--- config.mk ---
export PLATFORM = sky130hd
export DESIGN_NAME = radio_rx_frame_align
export DESIGN_NICKNAME = d
export VERILOG_FILES = /design/src/rtl/radio_frame_pkg.sv /design/src/rtl/radio_frame_slot_tracker.sv /design/src/rtl/radio_rx_frame_align.sv
export SDC_FILE = /design/constraint.sdc
export NUM_CORES = 1
export LEC_CHECK = 0
export ABC_CLOCK_PERIOD_IN_PS = 4100
export BUFFER_PORTS_ARGS = -buffer_cell sky130_fd_sc_hd__buf_2
export CAP_MARGIN = 20
export CORE_ASPECT_RATIO = 0.9
export CORE_MARGIN = 1
export CORE_UTILIZATION = 50
export DETAILED_ROUTE_END_ITERATION = 8
export PLACE_DENSITY = 0.87
export SYNTH_ARGS = -nofsm -noshare
export SYNTH_HDL_FRONTEND = slang
export SYNTH_SLANG_ARGS = --single-unit
--- constraint.sdc ---
create_clock -name radio_clk -period 4.1 [get_ports radio_clk]
set_clock_uncertainty 0.1 [all_clocks]
set_input_delay 0.41 -clock radio_clk [delete_from_list [all_inputs] [get_ports radio_clk]]
set_output_delay 0.41 -clock radio_clk [all_outputs]
set_load 0.03 [all_outputs]
--- src/rtl/radio_frame_pkg.sv ---
// Shared definitions for the RX frame-alignment path.
// Contents: tracker state encoding, legal-channel-count check, and the
// expected frame bit for a given slot of the interleave period.
package radio_frame_pkg;

  typedef enum logic [1:0] {
    SEARCH = 2'd0,
    VERIFY = 2'd1,
    LOCKED = 2'd2
  } frame_state_e;

  // Period counter width; large enough for lock thresholds up to 255.
  localparam int unsigned PERIOD_CNT_W = 8;

  // Only 1, 2 or 4 time-multiplexed channels are supported on the bus.
  function automatic bit legal_num_chan(input int unsigned num_chan);
    return (num_chan == 32'd1) || (num_chan == 32'd2) || (num_chan == 32'd4);
  endfunction

  // Frame bit is high for the first half of the period, low for the second.
  function automatic logic expected_frame(input int unsigned slot,
                                          input int unsigned num_chan);
    return slot < (num_chan / 32'd2);
  endfunction

endpackage

--- src/rtl/radio_frame_slot_tracker.sv ---
// Frame-alignment tracker: finds slot 0 from the frame pattern, verifies
// LOCK_PERIODS clean periods, then monitors alignment while locked.
// Ports:
//   clk_i, rst_i      clock, async active-high reset
//   en_i              word-consume enable; low forces SEARCH
//   frame_i           frame bit of the current word
//   slot_o            slot index of the current word (valid in VERIFY/LOCKED)
//   period_ok_c       combinational: current word closes a clean locked period
//   locked_o          registered lock flag (high exactly while in LOCKED)
//   lock_lost_o       one-cycle pulse on LOCKED -> SEARCH due to a mismatch
//   err_count_o       saturating count of alignment losses
module radio_frame_slot_tracker
  import radio_frame_pkg::*;
#(
  parameter int unsigned NUM_CHAN     = 2,
  parameter int unsigned LOCK_PERIODS = 4,
  parameter int unsigned ERR_W        = 16
) (
  input  logic                        clk_i,
  input  logic                        rst_i,
  input  logic                        en_i,
  input  logic                        frame_i,
  output logic [$clog2(NUM_CHAN)-1:0] slot_o,
  output logic                        period_ok_c,
  output logic                        locked_o,
  output logic                        lock_lost_o,
  output logic [ERR_W-1:0]            err_count_o
);

  localparam int unsigned SLOT_W = $clog2(NUM_CHAN);
  localparam logic [SLOT_W-1:0] LAST_SLOT = SLOT_W'(NUM_CHAN - 1);
  localparam logic [PERIOD_CNT_W-1:0] LOCK_LAST = PERIOD_CNT_W'(LOCK_PERIODS - 1);

  frame_state_e             state_q, state_d;
  logic [SLOT_W-1:0]        slot_q, slot_d;
  logic [PERIOD_CNT_W-1:0]  period_q, period_d;
  logic                     frame_d_q, frame_d_d;
  logic                     locked_q, locked_d;
  logic                     lock_lost_q, lock_lost_d;
  logic [ERR_W-1:0]         err_q, err_d;
  logic                     match;
  logic                     last_slot;

  assign match     = (frame_i == expected_frame(32'(slot_q), NUM_CHAN));
  assign last_slot = (slot_q == LAST_SLOT);

  // Next-state, slot/period counters and lock/error bookkeeping.
  always_comb begin
    state_d     = state_q;
    slot_d      = slot_q;
    period_d    = period_q;
    frame_d_d   = frame_d_q;
    locked_d    = locked_q;
    lock_lost_d = 1'b0;
    err_d       = err_q;
    period_ok_c = 1'b0;

    if (!en_i) begin
      // Disabled: drop back to SEARCH silently; frame history is held.
      state_d  = SEARCH;
      slot_d   = '0;
      locked_d = 1'b0;
    end else begin
      // Every consumed word seeds the edge detector, including mismatch words.
      frame_d_d = frame_i;
      unique case (state_q)
        SEARCH: begin
          if (frame_i && !frame_d_q) begin
            state_d  = VERIFY;
            slot_d   = SLOT_W'(1);
            period_d = '0;
          end
        end
        VERIFY: begin
          if (!match) begin
            state_d = SEARCH;
            slot_d  = '0;
          end else if (last_slot) begin
            slot_d = '0;
            if (period_q == LOCK_LAST) begin
              state_d  = LOCKED;
              locked_d = 1'b1;
            end else begin
              period_d = period_q + PERIOD_CNT_W'(1);
            end
          end else begin
            slot_d = slot_q + SLOT_W'(1);
          end
        end
        LOCKED: begin
          if (!match) begin
            state_d     = SEARCH;
            slot_d      = '0;
            locked_d    = 1'b0;
            lock_lost_d = 1'b1;
            if (err_q != {ERR_W{1'b1}}) begin
              err_d = err_q + ERR_W'(1);
            end
          end else if (last_slot) begin
            // Any earlier mismatch would have left LOCKED, so the period is clean.
            slot_d      = '0;
            period_ok_c = 1'b1;
          end else begin
            slot_d = slot_q + SLOT_W'(1);
          end
        end
        default: begin
          state_d = SEARCH;
          slot_d  = '0;
        end
      endcase
    end
  end

  always_ff @(posedge clk_i or posedge rst_i) begin
    if (rst_i) begin
      state_q     <= SEARCH;
      slot_q      <= '0;
      period_q    <= '0;
      frame_d_q   <= 1'b0;
      locked_q    <= 1'b0;
      lock_lost_q <= 1'b0;
      err_q       <= '0;
    end else begin
      state_q     <= state_d;
      slot_q      <= slot_d;
      period_q    <= period_d;
      frame_d_q   <= frame_d_d;
      locked_q    <= locked_d;
      lock_lost_q <= lock_lost_d;
      err_q       <= err_d;
    end
  end

  assign slot_o      = slot_q;
  assign locked_o    = locked_q;
  assign lock_lost_o = lock_lost_q;
  assign err_count_o = err_q;

endmodule

--- src/rtl/radio_rx_frame_align.sv ---
// RX word de-interleaver and frame-alignment tracker (radio_clk domain).
// Collects NUM_CHAN time-multiplexed I/Q words into parallel lanes once the
// frame pattern is locked, and reports lock state and alignment losses.
// Ports:
//   radio_clk, reset   sample clock, async active-high reset
//   enable             low forces SEARCH, suppresses out_valid, holds outputs
//   in_i, in_q         I/Q word of the current slot
//   in_frame           frame bit of the current word
//   out_i, out_q       channel c at [c*WIDTH +: WIDTH]
//   out_valid          one-cycle strobe with a complete aligned set
//   locked             alignment established
//   lock_lost          one-cycle pulse when lock is lost on a mismatch
//   err_count          saturating alignment-loss count
module radio_rx_frame_align
  import radio_frame_pkg::*;
#(
  parameter int unsigned WIDTH        = 12,
  parameter int unsigned NUM_CHAN     = 2,
  parameter int unsigned LOCK_PERIODS = 4,
  parameter int unsigned ERR_W        = 16
) (
  input  logic                      radio_clk,
  input  logic                      reset,
  input  logic                      enable,
  input  logic [WIDTH-1:0]          in_i,
  input  logic [WIDTH-1:0]          in_q,
  input  logic                      in_frame,
  output logic [NUM_CHAN*WIDTH-1:0] out_i,
  output logic [NUM_CHAN*WIDTH-1:0] out_q,
  output logic                      out_valid,
  output logic                      locked,
  output logic                      lock_lost,
  output logic [ERR_W-1:0]          err_count
);

  localparam int unsigned BUS_W = NUM_CHAN * WIDTH;

  if (!legal_num_chan(NUM_CHAN)) begin : g_bad_num_chan
    $error("radio_rx_frame_align: NUM_CHAN must be 1, 2 or 4");
  end
  if ((LOCK_PERIODS < 1) || (LOCK_PERIODS > 255)) begin : g_bad_lock_periods
    $error("radio_rx_frame_align: LOCK_PERIODS must be within 1..255");
  end

  if (NUM_CHAN == 1) begin : g_single
    // Single channel: no interleave to recover, so frame is ignored.
    logic [BUS_W-1:0] out_i_q, out_q_q;
    logic             out_valid_q;
    logic             locked_q;
    logic             unused_frame;

    assign unused_frame = in_frame;

    always_ff @(posedge radio_clk or posedge reset) begin
      if (reset) begin
        out_i_q     <= '0;
        out_q_q     <= '0;
        out_valid_q <= 1'b0;
        locked_q    <= 1'b0;
      end else begin
        out_valid_q <= enable;
        locked_q    <= enable;
        if (enable) begin
          out_i_q <= in_i;
          out_q_q <= in_q;
        end
      end
    end

    assign out_i     = out_i_q;
    assign out_q     = out_q_q;
    assign out_valid = out_valid_q;
    assign locked    = locked_q;
    assign lock_lost = 1'b0;
    assign err_count = '0;

  end else begin : g_multi
    localparam int unsigned SLOT_W = $clog2(NUM_CHAN);

    logic [SLOT_W-1:0] slot;
    logic              period_ok_c;
    logic              trk_locked;
    logic              trk_lost;
    logic [ERR_W-1:0]  trk_err;
    logic [BUS_W-1:0]  stage_i_q, stage_i_d;
    logic [BUS_W-1:0]  stage_q_q, stage_q_d;
    logic [BUS_W-1:0]  out_i_q, out_i_d;
    logic [BUS_W-1:0]  out_q_q, out_q_d;
    logic              out_valid_q, out_valid_d;

    radio_frame_slot_tracker #(
      .NUM_CHAN     (NUM_CHAN),
      .LOCK_PERIODS (LOCK_PERIODS),
      .ERR_W        (ERR_W)
    ) u_tracker (
      .clk_i       (radio_clk),
      .rst_i       (reset),
      .en_i        (enable),
      .frame_i     (in_frame),
      .slot_o      (slot),
      .period_ok_c (period_ok_c),
      .locked_o    (trk_locked),
      .lock_lost_o (trk_lost),
      .err_count_o (trk_err)
    );

    // Stage words by slot; the last slot is forwarded straight into the output set.
    always_comb begin
      stage_i_d   = stage_i_q;
      stage_q_d   = stage_q_q;
      out_i_d     = out_i_q;
      out_q_d     = out_q_q;
      out_valid_d = 1'b0;
      if (enable && trk_locked) begin
        for (int unsigned c = 0; c < NUM_CHAN; c++) begin
          if (slot == SLOT_W'(c)) begin
            stage_i_d[c*WIDTH +: WIDTH] = in_i;
            stage_q_d[c*WIDTH +: WIDTH] = in_q;
          end
        end
      end
      if (period_ok_c) begin
        out_i_d     = stage_i_d;
        out_q_d     = stage_q_d;
        out_valid_d = 1'b1;
      end
    end

    always_ff @(posedge radio_clk or posedge reset) begin
      if (reset) begin
        stage_i_q   <= '0;
        stage_q_q   <= '0;
        out_i_q     <= '0;
        out_q_q     <= '0;
        out_valid_q <= 1'b0;
      end else begin
        stage_i_q   <= stage_i_d;
        stage_q_q   <= stage_q_d;
        out_i_q     <= out_i_d;
        out_q_q     <= out_q_d;
        out_valid_q <= out_valid_d;
      end
    end

    assign out_i     = out_i_q;
    assign out_q     = out_q_q;
    assign out_valid = out_valid_q;
    assign locked    = trk_locked;
    assign lock_lost = trk_lost;
    assign err_count = trk_err;
  end

endmodule

==> impl_results.md <==
- Final Hold Fails: 0
- Crit Path Max Fanout: 29
- Grt total ovfl: 0
- Number of diodes: 0
- Drt via density: 5.429
- Cts bufs inserted: 17
- Final ANT Viol Nets: 0
- Routability cong.: 0.8976
- Power per cell area: 693.9 nW/µm²
- Post-CTS Setup Bufs: 0
- WL/cell: 16.10 µm
- Top FF cell, synth: dfrtp_1
- Reg2reg path depth: 7
- Synth-to-Final Area Change: 22.43%
- Number of I/O pins: 95
- RSZ-0062 raised after global routing: no
- Share of layout cells above drive strength 1: 33.00%
- Via Count: 3925
- 1st-pass router iterations: 7
- Fmax: 435.7 MHz
- Row Count: 35
- Pleak: 0.003550 µW
- Sequential fraction of the synthesis area: 59.35%
- Die area: 11130 µm²
- GRT Util Overall: 22.17%
- Fraction of registers with async set/reset: 100.0%
- Die width: 111.1 µm
- Crit Path Class: reg2reg
- Critical path data required time: 4.33 ns
- PortBufs: 94
- Worst hold path type: in2async
- Post-Synthesis Cells: 477
- Flop2flop setup slack: 1.80 ns
- R2r endpoint: out_q[2]
- Post-synth EDFFs: 0
- Worst-skew pair later-pin latency: 0.41 ns
- Final clock period utilization by the worst path: 55.98%
- Avg Synthesized Cell Area: 11.23 µm²
- Worst-path cell chain: inv_1 > ha_1 > nand3_2 > inv_1 > buf_4 > nand2_1 > nand2_1
- Arrival @ worst endpoint: 2.53 ns
- Synth Cell Area: 5355 µm²
- Gates resized, CTS repair: 0
- Worst reg2reg startpoint: g_multi.u_tracker.state_q[0]
- CP max stage cell: inv_1
- FILL cells: 799
- Htree depth: 4
- Maxcap violations: 0
- Setup TNS: 0 ns
- First-pass GRT wire length: 19.22 mm
- Status: complete, but fails checks
- Netlist cell types: 51
- Area of the multi-input gates: 2071 µm²
- Final Setup Violations: 0
- Core area: 10330 µm²
- Most common library cells after synthesis: nand2_1 (157), dfrtp_1 (127), mux2_2 (49)
- DIE HEIGHT: 100.2 µm
- Residual DRC: 14
- Largest stage delay, worst path: 0.55 ns
- Routed WL: 11.64 mm
- CP Capture Type: flop
- Post-synth top area cell: dfrtp_1
- Dpl hpwl: 7.768 mm
- Clock Tree Buf Depth: 2
- Synth top area share: 59.35%
- Vias in the first global route: 3949
- Failing checks: DRC
- Register area: 3178 µm²
- Post-placement cell count: 691
- CTS Hold Bufs: 0
- Crit start category: flop
- Synth warnings: 0
- Post-layout net count: 618
- DRT iter0 DRCs: 422
- Initial core utilization: 51.82%
- Worst slew margin: 40.22%
- Largest net degree at the start of global routing: 76
- Worst Tran Pin Value: 0.8966 ns
- TritonCTS clock tree: yes
- Peak VDD IR: 0.0003951 V
- CTS Root Cell: clkbuf_16
- Clock-pin transition on the worst setup and hold timing paths: 0.06 ns
- #FFs+latches synth: 127
- Fin cells: 723
- Syn Nets: 514
- Minimum clock period: 2.295 ns
- Initial antenna violation count: 0
- Top post-synthesis cells by area: dfrtp_1 (59%), nand2_1 (11%), mux2_2 (10%), ha_1 (2.1%), nand3_1 (1.6%)
- CTS sink cnt: 127
- Most numerous cell in the Yosys netlist: nand2_1
- Max-slew violations: 0
==> cells by family (layout without fill, tap and decap cells) <==
group	after synthesis	after routing	share of synthesized area [%]
AND/OR/NAND/NOR	216	216	18.95
flip-flops	127	127	59.35
multiplexers	52	52	10.96
AO/OA/AOI/OAI	34	34	4.603
buffers and inverters	27	144	2.079
XOR/XNOR	12	12	1.963
adder cells (fa/ha/maj)	9	9	2.103
==> stage by stage <==
stage / hold slack, ns / util, % / instance area (µm²) / total power [µW] / setup slack [ns]
floorplan: 0.3706 / - / 5355 / 2736 / 0.2057
global placement: 0.3529 / 57.80 / 5973 / 3021 / 1.940
detailed placement: 0.3576 / 57.80 / 5973 / 3103 / 1.812
CTS: 0.1400 / 63.44 / 6556 / 4578 / 1.827
global route: 0.1672 / 63.44 / 6556 / 4774 / 1.698
finish: 0.1132 / 63.44 / 6556 / 4549 / 1.805
==> area by class of cell <==
cell class                 count  share of cell area [%]
clock buffer                  19                   6.756
clock inverter                13                   2.137
inverter                      12                  0.7252
multi-input combinational    323                   31.58
sequential                   127                   48.47
tap                          129                   2.462
timing repair buffer         100                   7.863
==> metal layers <==
metal,track usage (%),wire length [µm]
met1,27.09,4966
met2,38.27,5732
met3,5.556,767
met4,8.836,176
met5,0,0
==> layout by cell type (no fill, tap or decap), types with 5 or more instances in the layout <==
master,instances
clkbuf_16,17
nor3_1,6
dfrtp_1,127
nand2_1,157
mux2_2,49
o21ai_0,8
xor2_1,7
nor2_1,9
xnor2_1,5
inv_1,11
nand3_1,16
buf_2,94
ha_1,9
buf_4,6
==> worst max-delay path, delay by kind of cell (launching register included) <==
family	cells	cell delay, ns
AND/OR/NAND/NOR	3	0.30
buffers and inverters	3	1.10
flip-flops	1	0.42
adder cells (fa/ha/maj)	1	0.28
==> state kept, by name (all words and copies together), names as in the netlist <==
signal and count:
out_q 24, g_multi.u_tracker.lock_lost_o 1, g_multi.u_tracker.err_count_o 16, g_multi.u_tracker.state_q 2, out_i 24, g_multi.u_tracker.frame_d_q 1, g_multi.u_tracker.slot_o 1, g_multi.u_tracker.locked_o 1
g_multi.u_tracker.period_q 8, g_multi.stage_i_q 24, out_valid 1, g_multi.stage_q_q 24
==> worst max-delay path by stage <==
stage          cells past startpoint  slack (ns)                            end                    startpoint
6_report                           7        1.80                       out_q[2]  g_multi.u_tracker.state_q[0]
4_1_cts                            7        1.83                       out_q[2]  g_multi.u_tracker.state_q[0]
5_1_grt                            7        1.70                       out_q[5]  g_multi.u_tracker.state_q[0]
2_1_floorplan                      1        0.21           g_multi.stage_i_q[0]                         reset
3_3_place_gp                       7        1.94  g_multi.u_tracker.period_q[0]                      in_frame
3_5_place_dp                       7        1.81  g_multi.u_tracker.period_q[5]                      in_frame
==> where the power goes <==
part,internal (µW),switching (µW)
logic,473,785
clock network,911,551
registers,1650,183
No activity file was read; power rests on OpenSTA's default activity.
